## src/rtl/cpu_types_pkg.sv

```systemverilog
// Shared CPU types: the datapath word plus the memory arbiter's state set and default limits.
package cpu_types_pkg;

  typedef logic [31:0] word_t;

  typedef enum logic [2:0] {
    ARB_IDLE  = 3'd0,
    ARB_IACC  = 3'd1,
    ARB_DACC  = 3'd2,
    ARB_IRESP = 3'd3,
    ARB_DRESP = 3'd4,
    ARB_ERR   = 3'd5
  } arb_state_t;

  localparam int STARVE_MAX_DEF = 4;
  localparam int TIMEOUT_DEF    = 64;

endpackage

```

## src/rtl/memory_arbiter_if.sv

```systemverilog
// Datapath request/response and RAM-port signals of the memory arbiter, bundled as one interface.
interface memory_arbiter_if;
  import cpu_types_pkg::*;

  logic  iREN;
  word_t iaddr;
  logic  dREN;
  logic  dWEN;
  word_t daddr;
  word_t dstore;
  logic  ihit;
  logic  dhit;
  word_t iload;
  word_t dload;
  logic  ramREN;
  logic  ramWEN;
  word_t ramaddr;
  word_t ramstore;
  word_t ramload;
  logic  ram_ready;
  logic  mem_error;

  modport slave (
    input  iREN, iaddr, dREN, dWEN, daddr, dstore, ramload, ram_ready,
    output ihit, dhit, iload, dload, ramREN, ramWEN, ramaddr, ramstore, mem_error
  );

  modport master (
    output iREN, iaddr, dREN, dWEN, daddr, dstore, ramload, ram_ready,
    input  ihit, dhit, iload, dload, ramREN, ramWEN, ramaddr, ramstore, mem_error
  );

endinterface

```

## src/rtl/memory_arbiter.sv

```systemverilog
// Serialises instruction fetches and data accesses onto one RAM port with data priority,
// a fetch anti-starvation limit and a per-access watchdog that latches a sticky error.
module memory_arbiter
  import cpu_types_pkg::*;
#(
  parameter int STARVE_MAX = STARVE_MAX_DEF,
  parameter int TIMEOUT    = TIMEOUT_DEF
) (
  input  logic CLK,
  input  logic RST,
  memory_arbiter_if.slave bus
);

  localparam logic [2:0] S_IDLE  = 3'(ARB_IDLE);
  localparam logic [2:0] S_IACC  = 3'(ARB_IACC);
  localparam logic [2:0] S_DACC  = 3'(ARB_DACC);
  localparam logic [2:0] S_IRESP = 3'(ARB_IRESP);
  localparam logic [2:0] S_DRESP = 3'(ARB_DRESP);
  localparam logic [2:0] S_ERR   = 3'(ARB_ERR);

  localparam int SW = (STARVE_MAX > 0) ? $clog2(STARVE_MAX + 1) : 1;
  localparam int WW = (TIMEOUT > 2) ? $clog2(TIMEOUT) : 1;
  localparam logic [SW-1:0] STARVE_LIM = SW'(STARVE_MAX);
  localparam logic [WW-1:0] WD_LIM     = WW'(TIMEOUT - 1);

  logic [2:0]    state_q, state_d;
  logic [SW-1:0] starve_q, starve_d;
  logic [WW-1:0] wd_q, wd_d;
  logic          wr_q, wr_d;
  word_t         addr_q, addr_d;
  word_t         store_q, store_d;
  word_t         iload_q, iload_d;
  word_t         dload_q, dload_d;

  logic d_req, grant_d, grant_i;

  // A pending fetch that has already lost STARVE_MAX times in a row takes the next grant.
  assign d_req   = bus.dREN | bus.dWEN;
  assign grant_d = d_req && !(bus.iREN && (starve_q == STARVE_LIM));
  assign grant_i = !grant_d && bus.iREN;

  always_comb begin
    state_d  = state_q;
    starve_d = starve_q;
    wd_d     = wd_q;
    wr_d     = wr_q;
    addr_d   = addr_q;
    store_d  = store_q;
    iload_d  = iload_q;
    dload_d  = dload_q;
    case (state_q)
      S_IDLE: begin
        if (grant_d) begin
          state_d = S_DACC;
          wr_d    = bus.dWEN;
          addr_d  = bus.daddr;
          store_d = bus.dstore;
          wd_d    = '0;
          if (bus.iREN && (starve_q != STARVE_LIM)) starve_d = starve_q + 1'b1;
        end else if (grant_i) begin
          state_d  = S_IACC;
          addr_d   = bus.iaddr;
          wd_d     = '0;
          starve_d = '0;
        end
        if (!bus.iREN) starve_d = '0;
      end
      S_IACC, S_DACC: begin
        // ram_ready is checked first so a completion on the expiry cycle still counts.
        if (bus.ram_ready) begin
          if (state_q == S_IACC) begin
            iload_d = bus.ramload;
            state_d = S_IRESP;
          end else begin
            if (!wr_q) dload_d = bus.ramload;
            state_d = S_DRESP;
          end
        end else if (wd_q == WD_LIM) begin
          state_d = S_ERR;
        end else begin
          wd_d = wd_q + 1'b1;
        end
      end
      S_IRESP, S_DRESP: state_d = S_IDLE;
      S_ERR:            state_d = S_ERR;
      default:          state_d = S_IDLE;
    endcase
  end

  always_ff @(posedge CLK) begin
    if (RST) begin
      state_q  <= S_IDLE;
      starve_q <= '0;
      wd_q     <= '0;
      wr_q     <= 1'b0;
      addr_q   <= '0;
      store_q  <= '0;
      iload_q  <= '0;
      dload_q  <= '0;
    end else begin
      state_q  <= state_d;
      starve_q <= starve_d;
      wd_q     <= wd_d;
      wr_q     <= wr_d;
      addr_q   <= addr_d;
      store_q  <= store_d;
      iload_q  <= iload_d;
      dload_q  <= dload_d;
    end
  end

  assign bus.ramREN    = (state_q == S_IACC) || ((state_q == S_DACC) && !wr_q);
  assign bus.ramWEN    = (state_q == S_DACC) && wr_q;
  assign bus.ramaddr   = addr_q;
  assign bus.ramstore  = store_q;
  assign bus.ihit      = (state_q == S_IRESP);
  assign bus.dhit      = (state_q == S_DRESP);
  assign bus.iload     = iload_q;
  assign bus.dload     = dload_q;
  assign bus.mem_error = (state_q == S_ERR);

endmodule
```

## src/flat_wrapper.sv

```systemverilog
// flat-port wrapper written by rule: the top's interface ports become plain ports
module memory_arbiter_flat import cpu_types_pkg::*;
#(
  parameter int STARVE_MAX = STARVE_MAX_DEF,
  parameter int TIMEOUT    = TIMEOUT_DEF
)
  (CLK, RST, bus_iREN, bus_iaddr, bus_dREN, bus_dWEN, bus_daddr, bus_dstore, bus_ramload, bus_ram_ready, bus_ihit, bus_dhit, bus_iload, bus_dload, bus_ramREN, bus_ramWEN, bus_ramaddr, bus_ramstore, bus_mem_error);
  memory_arbiter_if bus_i ();
  input  logic CLK;
  input  logic RST;
  input wire logic [$bits(bus_i.iREN)-1:0] bus_iREN;
  input wire logic [$bits(bus_i.iaddr)-1:0] bus_iaddr;
  input wire logic [$bits(bus_i.dREN)-1:0] bus_dREN;
  input wire logic [$bits(bus_i.dWEN)-1:0] bus_dWEN;
  input wire logic [$bits(bus_i.daddr)-1:0] bus_daddr;
  input wire logic [$bits(bus_i.dstore)-1:0] bus_dstore;
  input wire logic [$bits(bus_i.ramload)-1:0] bus_ramload;
  input wire logic [$bits(bus_i.ram_ready)-1:0] bus_ram_ready;
  output wire logic [$bits(bus_i.ihit)-1:0] bus_ihit;
  output wire logic [$bits(bus_i.dhit)-1:0] bus_dhit;
  output wire logic [$bits(bus_i.iload)-1:0] bus_iload;
  output wire logic [$bits(bus_i.dload)-1:0] bus_dload;
  output wire logic [$bits(bus_i.ramREN)-1:0] bus_ramREN;
  output wire logic [$bits(bus_i.ramWEN)-1:0] bus_ramWEN;
  output wire logic [$bits(bus_i.ramaddr)-1:0] bus_ramaddr;
  output wire logic [$bits(bus_i.ramstore)-1:0] bus_ramstore;
  output wire logic [$bits(bus_i.mem_error)-1:0] bus_mem_error;
  assign bus_i.iREN = bus_iREN;
  assign bus_i.iaddr = bus_iaddr;
  assign bus_i.dREN = bus_dREN;
  assign bus_i.dWEN = bus_dWEN;
  assign bus_i.daddr = bus_daddr;
  assign bus_i.dstore = bus_dstore;
  assign bus_i.ramload = bus_ramload;
  assign bus_i.ram_ready = bus_ram_ready;
  assign bus_ihit = bus_i.ihit;
  assign bus_dhit = bus_i.dhit;
  assign bus_iload = bus_i.iload;
  assign bus_dload = bus_i.dload;
  assign bus_ramREN = bus_i.ramREN;
  assign bus_ramWEN = bus_i.ramWEN;
  assign bus_ramaddr = bus_i.ramaddr;
  assign bus_ramstore = bus_i.ramstore;
  assign bus_mem_error = bus_i.mem_error;
  memory_arbiter #(.STARVE_MAX(STARVE_MAX), .TIMEOUT(TIMEOUT)) u_core (.CLK(CLK), .RST(RST), .bus(bus_i));
endmodule
```

## config.mk

```make
export PLATFORM = sky130hd
export DESIGN_NAME = memory_arbiter_flat
export DESIGN_NICKNAME = d
export VERILOG_FILES = /design/src/rtl/cpu_types_pkg.sv /design/src/rtl/memory_arbiter_if.sv /design/src/rtl/memory_arbiter.sv /design/src/flat_wrapper.sv
export SDC_FILE = /design/constraint.sdc
export NUM_CORES = 1
export LEC_CHECK = 0
export BUFFER_PORTS_ARGS = -buffer_cell sky130_fd_sc_hd__buf_2
export CORE_MARGIN = 8
export CORE_UTILIZATION = 45
export CTS_BUF_LIST = sky130_fd_sc_hd__clkbuf_4 sky130_fd_sc_hd__clkbuf_8 sky130_fd_sc_hd__clkbuf_16
export CTS_CLUSTER_SIZE = 14
export DETAILED_ROUTE_END_ITERATION = 6
export PLACE_DENSITY = 0.83
export SKIP_CTS_REPAIR_TIMING = 1
export SLEW_MARGIN = 5
export SYNTH_ARGS = -nofsm -noshare
export SYNTH_HDL_FRONTEND = slang
export SYNTH_SLANG_ARGS = --single-unit
export TNS_END_PERCENT = 50
```

## constraint.sdc

```tcl
create_clock -name CLK -period 3.8 [get_ports CLK]
set_clock_uncertainty 0.15 [all_clocks]
set_input_delay 0.19 -clock CLK [delete_from_list [all_inputs] [get_ports CLK]]
set_output_delay 0.19 -clock CLK [all_outputs]
set_load 0.1 [all_outputs]
```

Word-level counts from Yosys, hierarchy flattened
Cells that the tools add are included.
Widths: inputs -> output; s select.
{ "totals": {"reg_bits": 141, "input_bits": 134, "latch_bits": 0, "mem_bits_rw": 0, "memories": 0, "rom_bits": 0} }
{ "op_classes": {"div": 0, "eq_ne": 14, "order_cmp": 0, "muxes": 17, "bitwise": 3, "shifts": 0, "add_sub_neg": 2, "n_reduce_logical": 21, "mul": 0} }
{ "op_table": {"columns": ["operator", "count"], "rows": [
  ["$mux 32", 2],
  ["$mux 3", 9],
  ["$mux 6", 4],
  ["$pmux 6 s2", 1],
  ["$eq 3x3->1 const B", 3],
  ["$pmux 3 s3", 1],
  ["$reduce_and 4->1", 2],
  ["$add 6x1->6 const B", 1],
  ["$eq 3x2->1 const B", 2],
  ["$eq 6x6->1 const B", 1],
  ["$logic_and 1x1->1", 6],
  ["$ne 3x1->1 const B", 2],
  ["$ne 3x3->1 const B", 2],
  ["$reduce_and 2->1", 3],
  ["$reduce_and 3->1", 2],
  ["$ne 2x2->1 const B", 2],
  ["$reduce_bool 2->1", 2],
  ["$add 3x1->3 const B", 1],
  ["$eq 3x1->1 const B", 1],
  ["$logic_not 1->1", 3],
  ["$logic_not 3->1", 1],
  ["$ne 3x2->1 const B", 1],
  ["$not 1->1", 2],
  ["$reduce_or 2->1", 1],
  ["2 further kinds", 2]
]} }

Longest topological paths before layout
Gate-level depths: netlist of run 1.
{ "depth": {"depth_word": 9, "mapped_depth": 8, "mapped_depth_nobuf": 6} }

Worst setup path after synthesis of run 1
No wires, ideal clock.
{ "synth_path": {"kind": "flip-flop to output port", "start": "register u_core.state_q[2]", "end": "output bus_dhit", "setup_slack_ns": 0.474, "stages_incl_launch_ff": 3, "arrival_time_ns": 2.986, "cell_sequence": "dfxtp_1 -> clkbuf_1 -> nor3b_1"} }
{ "synth_via": {"elab_chain_cells": 1} }
{ "synth_lines": {"columns": ["item", "line", "text"], "rows": [
  ["start, declared", "memory_arbiter.sv:26", "logic [2:0] state_q, state_d;"],
  ["start signal, assigned", "memory_arbiter.sv:101", "state_q <= state_d;"],
  ["$eq 3x3->1", "memory_arbiter.sv:117", "assign bus.dhit = (state_q == S_DRESP);"],
  ["end, declared", "flat_wrapper.sv:20", "output wire logic [$bits(bus_i.dhit)-1:0] bus_dhit;"]
]} }
No other way between the ends.

Final worst setup path of run 1
{ "layout_path": {"start": "register u_core.state_q[2]", "end": "register u_core.addr_q[4] (netlist: u_core.bus.ramaddr[4])"} }
{ "layout_via": {"elab_chain_cells": 2} }
{ "layout_lines": {"columns": ["item", "line", "text"], "rows": [
  ["$logic_not 3->1", "memory_arbiter.sv:51", "case (state_q)"],
  ["$reduce_and 2->1 (no source line)", null, null],
  ["end signal, assigned", "memory_arbiter.sv:105", "addr_q <= addr_d;"],
  ["end, declared", "memory_arbiter.sv:30", "word_t addr_q, addr_d;"]
]} }
No other way between the ends.
A chain may end at the register's enable or synchronous reset.

==> results of run 1 <==
layout make-up:
class | count | area (sq um) | area share
Antenna cell | 1 | 2.50 | 0.000284
Clock buffer | 18 | 439 | 0.0499
Clock inverter | 14 | 191 | 0.0218
Inverter | 11 | 41.3 | 0.00469
Multi-Input combinational cell | 498 | 2410 | 0.274
Sequential cell | 141 | 2820 | 0.321
Tap cell | 147 | 184 | 0.0209
Timing Repair Buffer | 405 | 2700 | 0.307
registers in the layout, summed over array words and instances (netlist names):
register and cells:
u_core.state_q 3, u_core.bus.ramaddr 32, u_core.wd_q 6, u_core.bus.iload 32, u_core.bus.dload 32, u_core.starve_q 3, u_core.wr_q 1, u_core.bus.ramstore 32
per-stage QoR:
stage	hold slack (ps)	setup slack (ps)	cells	area [sq um]
floorplan	176	474	703	5520
global placement	281	1550	1072	6860
detailed placement	286	1380	1072	6860
CTS	-154	1380	1104	7490
global route	47.7	570	1234	8800
finish	44.5	738	1235	8800
cells in the mapped netlist, drive strengths merged, types with 3 or more instances:
cell type / count / area [sq um]
buf: 22 / 128
a311oi: 32 / 280
ha: 3 / 37.5
a21oi: 104 / 521
dfxtp: 141 / 2820
nand2: 268 / 1010
nor2: 34 / 128
clkbuf: 31 / 116
nor3b: 3 / 27.5
o211ai: 6 / 70.1
or4: 4 / 33.8
nor3: 5 / 35.0
nand3: 10 / 50.1
nand4: 3 / 18.8
or3: 7 / 43.8
inv: 11 / 41.3
cells by family after synthesis:
kind of cell / after synthesis / synth area share
compound gates: 151 / 0.174
xor+xnor: 1 / 0.00159
buf+inv: 64 / 0.0517
fa+ha+maj: 3 / 0.00681
flops: 141 / 0.512
simple gates: 342 / 0.253
mux: 1 / 0.00181
cell usage in the layout, fill, tap and decap left out, types with 4 or more instances in the layout:
cell           synthesis  final
a21oi_1              104    104
a311oi_1              32     32
buf_2                 15    265
buf_4                  5     10
bufinv_16              0      4
clkbuf_16              0     17
clkinvlp_4             0      4
dfxtp_1              141    141
dlygate4sd3_1          0    130
inv_1                 11     11
nand2_1              268    268
nand3_1               10     10
nor2_1                34     34
o211ai_2               5      5
or3_1                  7      7
layer usage:
metal	routed length, um	track usage	up-vias
met5	0	0	-
met4	515	0.0763	0
met3	2250	0.103	48
met2	10500	0.346	405
met1	8060	0.233	3059
li1	-	-	3091
power breakdown:
group	internal, mW	switching [mW]	total, mW
clock network	1.12	0.636	1.75
registers	1.63	0.0960	1.72
logic	0.435	1.51	1.94
total	3.18	2.24	5.42
how the worst max path moves through the flow:
stage                                              start                                   to  depth (start not counted)
after floorplan           u_core.state_q[2]$_SDFFE_PP0P_                             bus_dhit                          2
after global placement    u_core.state_q[2]$_SDFFE_PP0P_  u_core.bus.ramaddr[18]$_SDFFE_PP0P_                          4
after detailed placement  u_core.state_q[2]$_SDFFE_PP0P_   u_core.bus.ramaddr[2]$_SDFFE_PP0P_                          4
after CTS                 u_core.state_q[2]$_SDFFE_PP0P_  u_core.bus.ramaddr[13]$_SDFFE_PP0P_                          4
after global routing      u_core.state_q[1]$_SDFFE_PP0P_  u_core.bus.ramaddr[30]$_SDFFE_PP0P_                          5
final                     u_core.state_q[2]$_SDFFE_PP0P_   u_core.bus.ramaddr[4]$_SDFFE_PP0P_                          5
critical path, stage by stage (launching register included):
cell and delay (ps):
dfxtp_1 490, nor3_2 310, o21a_2 940, nor2_1 130
a311oi_1 350, dlygate4sd3_1 590
==> impl_metrics.csv, run 1 <==
group,metric,value,unit
global_routing,antenna_found_initial,0,
sta,setup_tns,0,ps
global_routing,grt.total_usage,0.211,
floorplan,fp.dieW,127,um
cells_and_area,utilization,0.733,
critical_path,arrival,3260,ps
drt,drtAntennaViolNets,0,
clock_network,h-tree-depth,4,
drt,via_per_inst,5.35,
floorplan,die_area,0.0161,sq mm
sta,fmax,0.327,GHz
sta,worstMarginPinSlew,1130,ps
logic_synthesis,yosysSeqAreaShare,0.512,
drt,via_count,6603,
sta,fin_crit,3060,ps
clock_network,clk_pin_slew,60,ps
cells_and_area,fin_nets,1211,
status,outcome,"complete, no violations",
clock_network,clock_path_buffers,2,
sta,slew_headroom,0.246,
logic_synthesis,yosysUniqueCellTypes,40,
cells_and_area,fill_cells,809,
logic_synthesis,synth_fp_nets,840,
worst_hold_path,hp-class,"in2reg",
clock_network,clock_sinks,141,
logic_synthesis,ys_async_sr_fraction,0,
clock_network,cts_buffers,17,
sta,setup_viol,0,
pwr,vdd_drop_max,401,uV
worst_hold_path,hp-start,"bus_ram_ready",
floorplan,std_cell_rows,40,
critical_path,worst_r2r_path_depth,5,
logic_synthesis,syn_area_per_cell,7.85,sq um
pwr,finalPower,5.42,mW
critical_path,critPathKind,"reg2reg",
placement,dpl.hpwl,12400,um
critical_path,end_kind,"flop",
clock_network,cts_tree,"built",
logic_synthesis,syn_area,0.00552,sq mm
cells_and_area,drive_above_1_share,0.293,
drt,first_iter_violations,711,
sta,rsz0062_at_grt,"false",
global_routing,grt_pass1_vias,5413,
critical_path,path_max_fanout,64,
worst_hold_path,min_to,"u_core.wd_q[5]$_SDFFE_PP0P_",
logic_synthesis,synth_seq_cells,141,
global_routing,grt_max_degree,79,
placement,place_congestion,0.801,
job,cap_viol_max_count,0,
cells_and_area,area_delta_synth_final,59.5,%
global_routing,grt_pass1_wl,27400,um
drt,wl,21300,um
sta,maxSlewViolCount,0,
drt,detail_route.wl_per_cell,17.2,um
logic_synthesis,synth_edf_count,0,
clock_network,cts-root-buf,"clkbuf_16",
sta,finalCritPeriodShare,0.806,
logic_synthesis,synthFlopType,"dfxtp_1",
floorplan,io_pins,267,
pwr,p_per_area,616,mW/mm^2
floorplan,core_area,0.0120,sq mm
floorplan,initial_utilization,0.459,
pwr,p_leak,4.04,nW
sta,hold_viol,0,
critical_path,r2r-start,"u_core.state_q[2]$_SDFFE_PP0P_",
critical_path,critPathRequiredTime,4000,ps
worst_hold_path,whs_path_depth,3,
drt,drc,0,
critical_path,start_kind,"flop",
floorplan,die_h,127,um
clock_network,clock_latency,410,ps
placement,portBuffers,266,
drt,dr.pass1.iters,5,
critical_path,reg2reg_to,"u_core.bus.ramaddr[4]$_SDFFE_PP0P_",
global_routing,grt.overflow.total,0,
logic_synthesis,yosysWarnings,0,
logic_synthesis,syn_inst,703,
critical_path,r2r_slack,740,ps
(Power assumes the default switching activity.)
==> run 2, diff against run 1 <==
--- a/config.mk
+++ b/config.mk
@@ -7,11 +7,11 @@
 export LEC_CHECK = 0
 export BUFFER_PORTS_ARGS = -buffer_cell sky130_fd_sc_hd__buf_2
 export CORE_MARGIN = 8
-export CORE_UTILIZATION = 45
+export CORE_UTILIZATION = 42
 export CTS_BUF_LIST = sky130_fd_sc_hd__clkbuf_4 sky130_fd_sc_hd__clkbuf_8 sky130_fd_sc_hd__clkbuf_16
 export CTS_CLUSTER_SIZE = 14
 export DETAILED_ROUTE_END_ITERATION = 6
-export PLACE_DENSITY = 0.83
+export PLACE_DENSITY = 0.82
 export SKIP_CTS_REPAIR_TIMING = 1
 export SLEW_MARGIN = 5
 export SYNTH_ARGS = -nofsm -noshare
==> constraint.sdc (replaced) <==
create_clock -name CLK -period 2.6 [get_ports CLK]
set_clock_uncertainty 0.15 [all_clocks]
set_input_delay 0.13 -clock CLK [delete_from_list [all_inputs] [get_ports CLK]]
set_output_delay 0.13 -clock CLK [all_outputs]
set_load 0.1 [all_outputs]
==> impl_metrics.csv, run 2 (synthesized netlist as in run 1, its figures left out) <==
group,metric,value,unit
status,outcome,"finished, violations left",
status,failed_checks,"hold timing",
sta,setup_ws,47.1,ps
global_routing,grt_pass1_vias,5512,
floorplan,die_area,0.0171,sq mm
critical_path,r2r-start,"u_core.starve_q[0]$_SDFFE_PP0P_",
pwr,p_sw,3.24,mW
clock_network,cts-root-buf,"clkbuf_16",
placement,place_congestion,0.783,
drt,via_per_inst,5.09,
critical_path,start_kind,"flop",
pwr,vdd_drop_max,487,uV
clock_network,cts_tree,"built",
cells_and_area,final_cell_mix,"nand2_1, buf_2, dfxtp_1, dlygate4sd3_1, a21oi_1",
floorplan,std_cell_rows,42,
cells_and_area,final_common_cell,"nand2_1",
critical_path,cp.buffers_inverters,3,
placement,portBuffers,266,
sta,fin_hold_ws,-11.2,ps
pwr,sw_frac_of_total,0.409,
sta,hold_viol,1,
critical_path,path_max_fanout,35,
critical_path,path_delay_family,"buffers and inverters",
drt,dr.pass1.iters,5,
floorplan,initial_utilization,0.423,
critical_path,crit_path_max_incr_delay,610,ps
floorplan,core_area,0.0130,sq mm
floorplan,die_h,131,um
cells_and_area,area_delta_synth_final,61.1,%
sta,setup_viol,0,
pwr,seqPwrFrac,0.317,
clock_network,clock_path_buffers,2,
pwr,internal_power,4.68,mW
cells_and_area,final_area,0.00889,sq mm
sta,fmax,0.392,GHz
drt,drtAntennaViolNets,0,
sta,finalCritPeriodShare,0.982,
drt,detail_route.wl_per_cell,16.8,um
worst_hold_path,hp-start,"bus_ram_ready",
pwr,p_clk_frac,0.326,
critical_path,cp_slowest_cell,"dlygate4sd3_1",
cells_and_area,num_antenna_cells,0,
sta,maxSlewViolCount,0,
critical_path,critPathLaunch,"u_core.starve_q[0]$_SDFFE_PP0P_",
pwr,comb_power_share,0.357,
drt,first_iter_violations,469,
cells_and_area,multi_input_area,0.00242,sq mm
sta,slew_headroom,0.522,
critical_path,critPathKind,"reg2reg",
sta,worstMarginPinSlew,712,ps
drt,wl,21300,um
clock_network,cts_buffers,17,
critical_path,critPathRequiredTime,2800,ps
clock_network,h-tree-depth,4,
critical_path,path_cells,"inv_1 > ha_1 > nand3_1 > and2_1 > buf_4 > nand2_1 > a311oi_1 > dlygate4sd3_1",
global_routing,grt.total_usage,0.197,
cells_and_area,fin_nets,1214,
floorplan,fp.dieW,131,um
drt,via_count,6445,
clock_network,clock_sinks,141,
cells_and_area,fill_cells,968,
sta,fin_crit,2550,ps
cells_and_area,drive_above_1_share,0.295,
drt,drc,0,
placement,dpl.hpwl,12200,um
critical_path,end_kind,"flop",
global_routing,grt_pass1_wl,26600,um
clock_network,clk_pin_slew,60,ps
pwr,p_per_area,891,mW/mm^2
placement,placed_area,0.00695,sq mm
global_routing,antenna_found_initial,0,
global_routing,grt.overflow.total,0,
worst_hold_path,hp-class,"in2reg",
critical_path,arrival,2760,ps
placement,place_ws,610,ps
job,cap_viol_max_count,0,
pwr,p_leak,4.06,nW
global_routing,grt_max_degree,123,
cells_and_area,regArea,0.00282,sq mm
floorplan,io_pins,267,
clock_network,clock_latency,410,ps
[run 2: cell count changes in the layout (fill, tap and decap cells not counted)]
cell,previous run,this run
inv_6,1,2
clkinvlp_4,4,0
clkbuf_4,0,2
nor3b_1,2,1
clkbuf_8,1,2
nor3b_2,1,2
diode_2,1,0
clkinv_4,2,1
dlygate4sd3_1,130,131
buf_12,0,2
[run 2: layer usage]
metal,GRT usage,routed length [um],up-vias
li1,-,-,3097
met3,0.0860,2440,53
met1,0.218,7770,2937
met5,0,0,-
met4,0.0743,690,0
met2,0.329,10400,358
[run 2: worst min-delay path, delay by kind of cell]
family / cells / cell delay [ps]
buffers and inverters: 1 / 160
AOI/OAI and AO/OA: 1 / 60
and+or+nand+nor: 1 / 140
[run 2: per-stage QoR]
step / instances / util / setup TNS (ps) / power [mW]
floorplan: 703 / - / -343 / 4.64
global placement: 1103 / 0.533 / 0 / 5.08
detailed placement: 1103 / 0.533 / 0 / 5.11
CTS: 1134 / 0.581 / 0 / 7.70
global route: 1265 / 0.682 / -480 / 8.22
finish: 1265 / 0.682 / 0 / 7.92
[run 2: area by class of cell]
cell class | count | area share
repair buffers | 408 | 0.310
inverters | 11 | 0.00465
well taps | 176 | 0.0248
flip-flops and latches | 141 | 0.318
multi-input cells | 498 | 0.272
clock buffers | 21 | 0.0527
clock inverters | 10 | 0.0182
[run 2: power by group through the flow]
stage	combinational, mW	clock [mW]	sequential (mW)
finish	2.82	2.58	2.51
global route	2.96	2.73	2.54
detailed placement	2.57	0	2.54
CTS	2.57	2.63	2.50
floorplan	0.662	0	3.98
global placement	2.55	0	2.53
[run 2: worst paths after layout]
check | end | slack [ps] | depth (start not counted)
worst min-delay path | u_core.wd_q[5]$_SDFFE_PP0P_ | -10 | 3
worst min register to register | u_core.bus.ramstore[21]$_SDFFE_PP0P_ | 300 | 2
worst max register to register | u_core.bus.ramaddr[13]$_SDFFE_PP0P_ | 50 | 8
worst max-delay path | u_core.bus.ramaddr[13]$_SDFFE_PP0P_ | 50 | 8
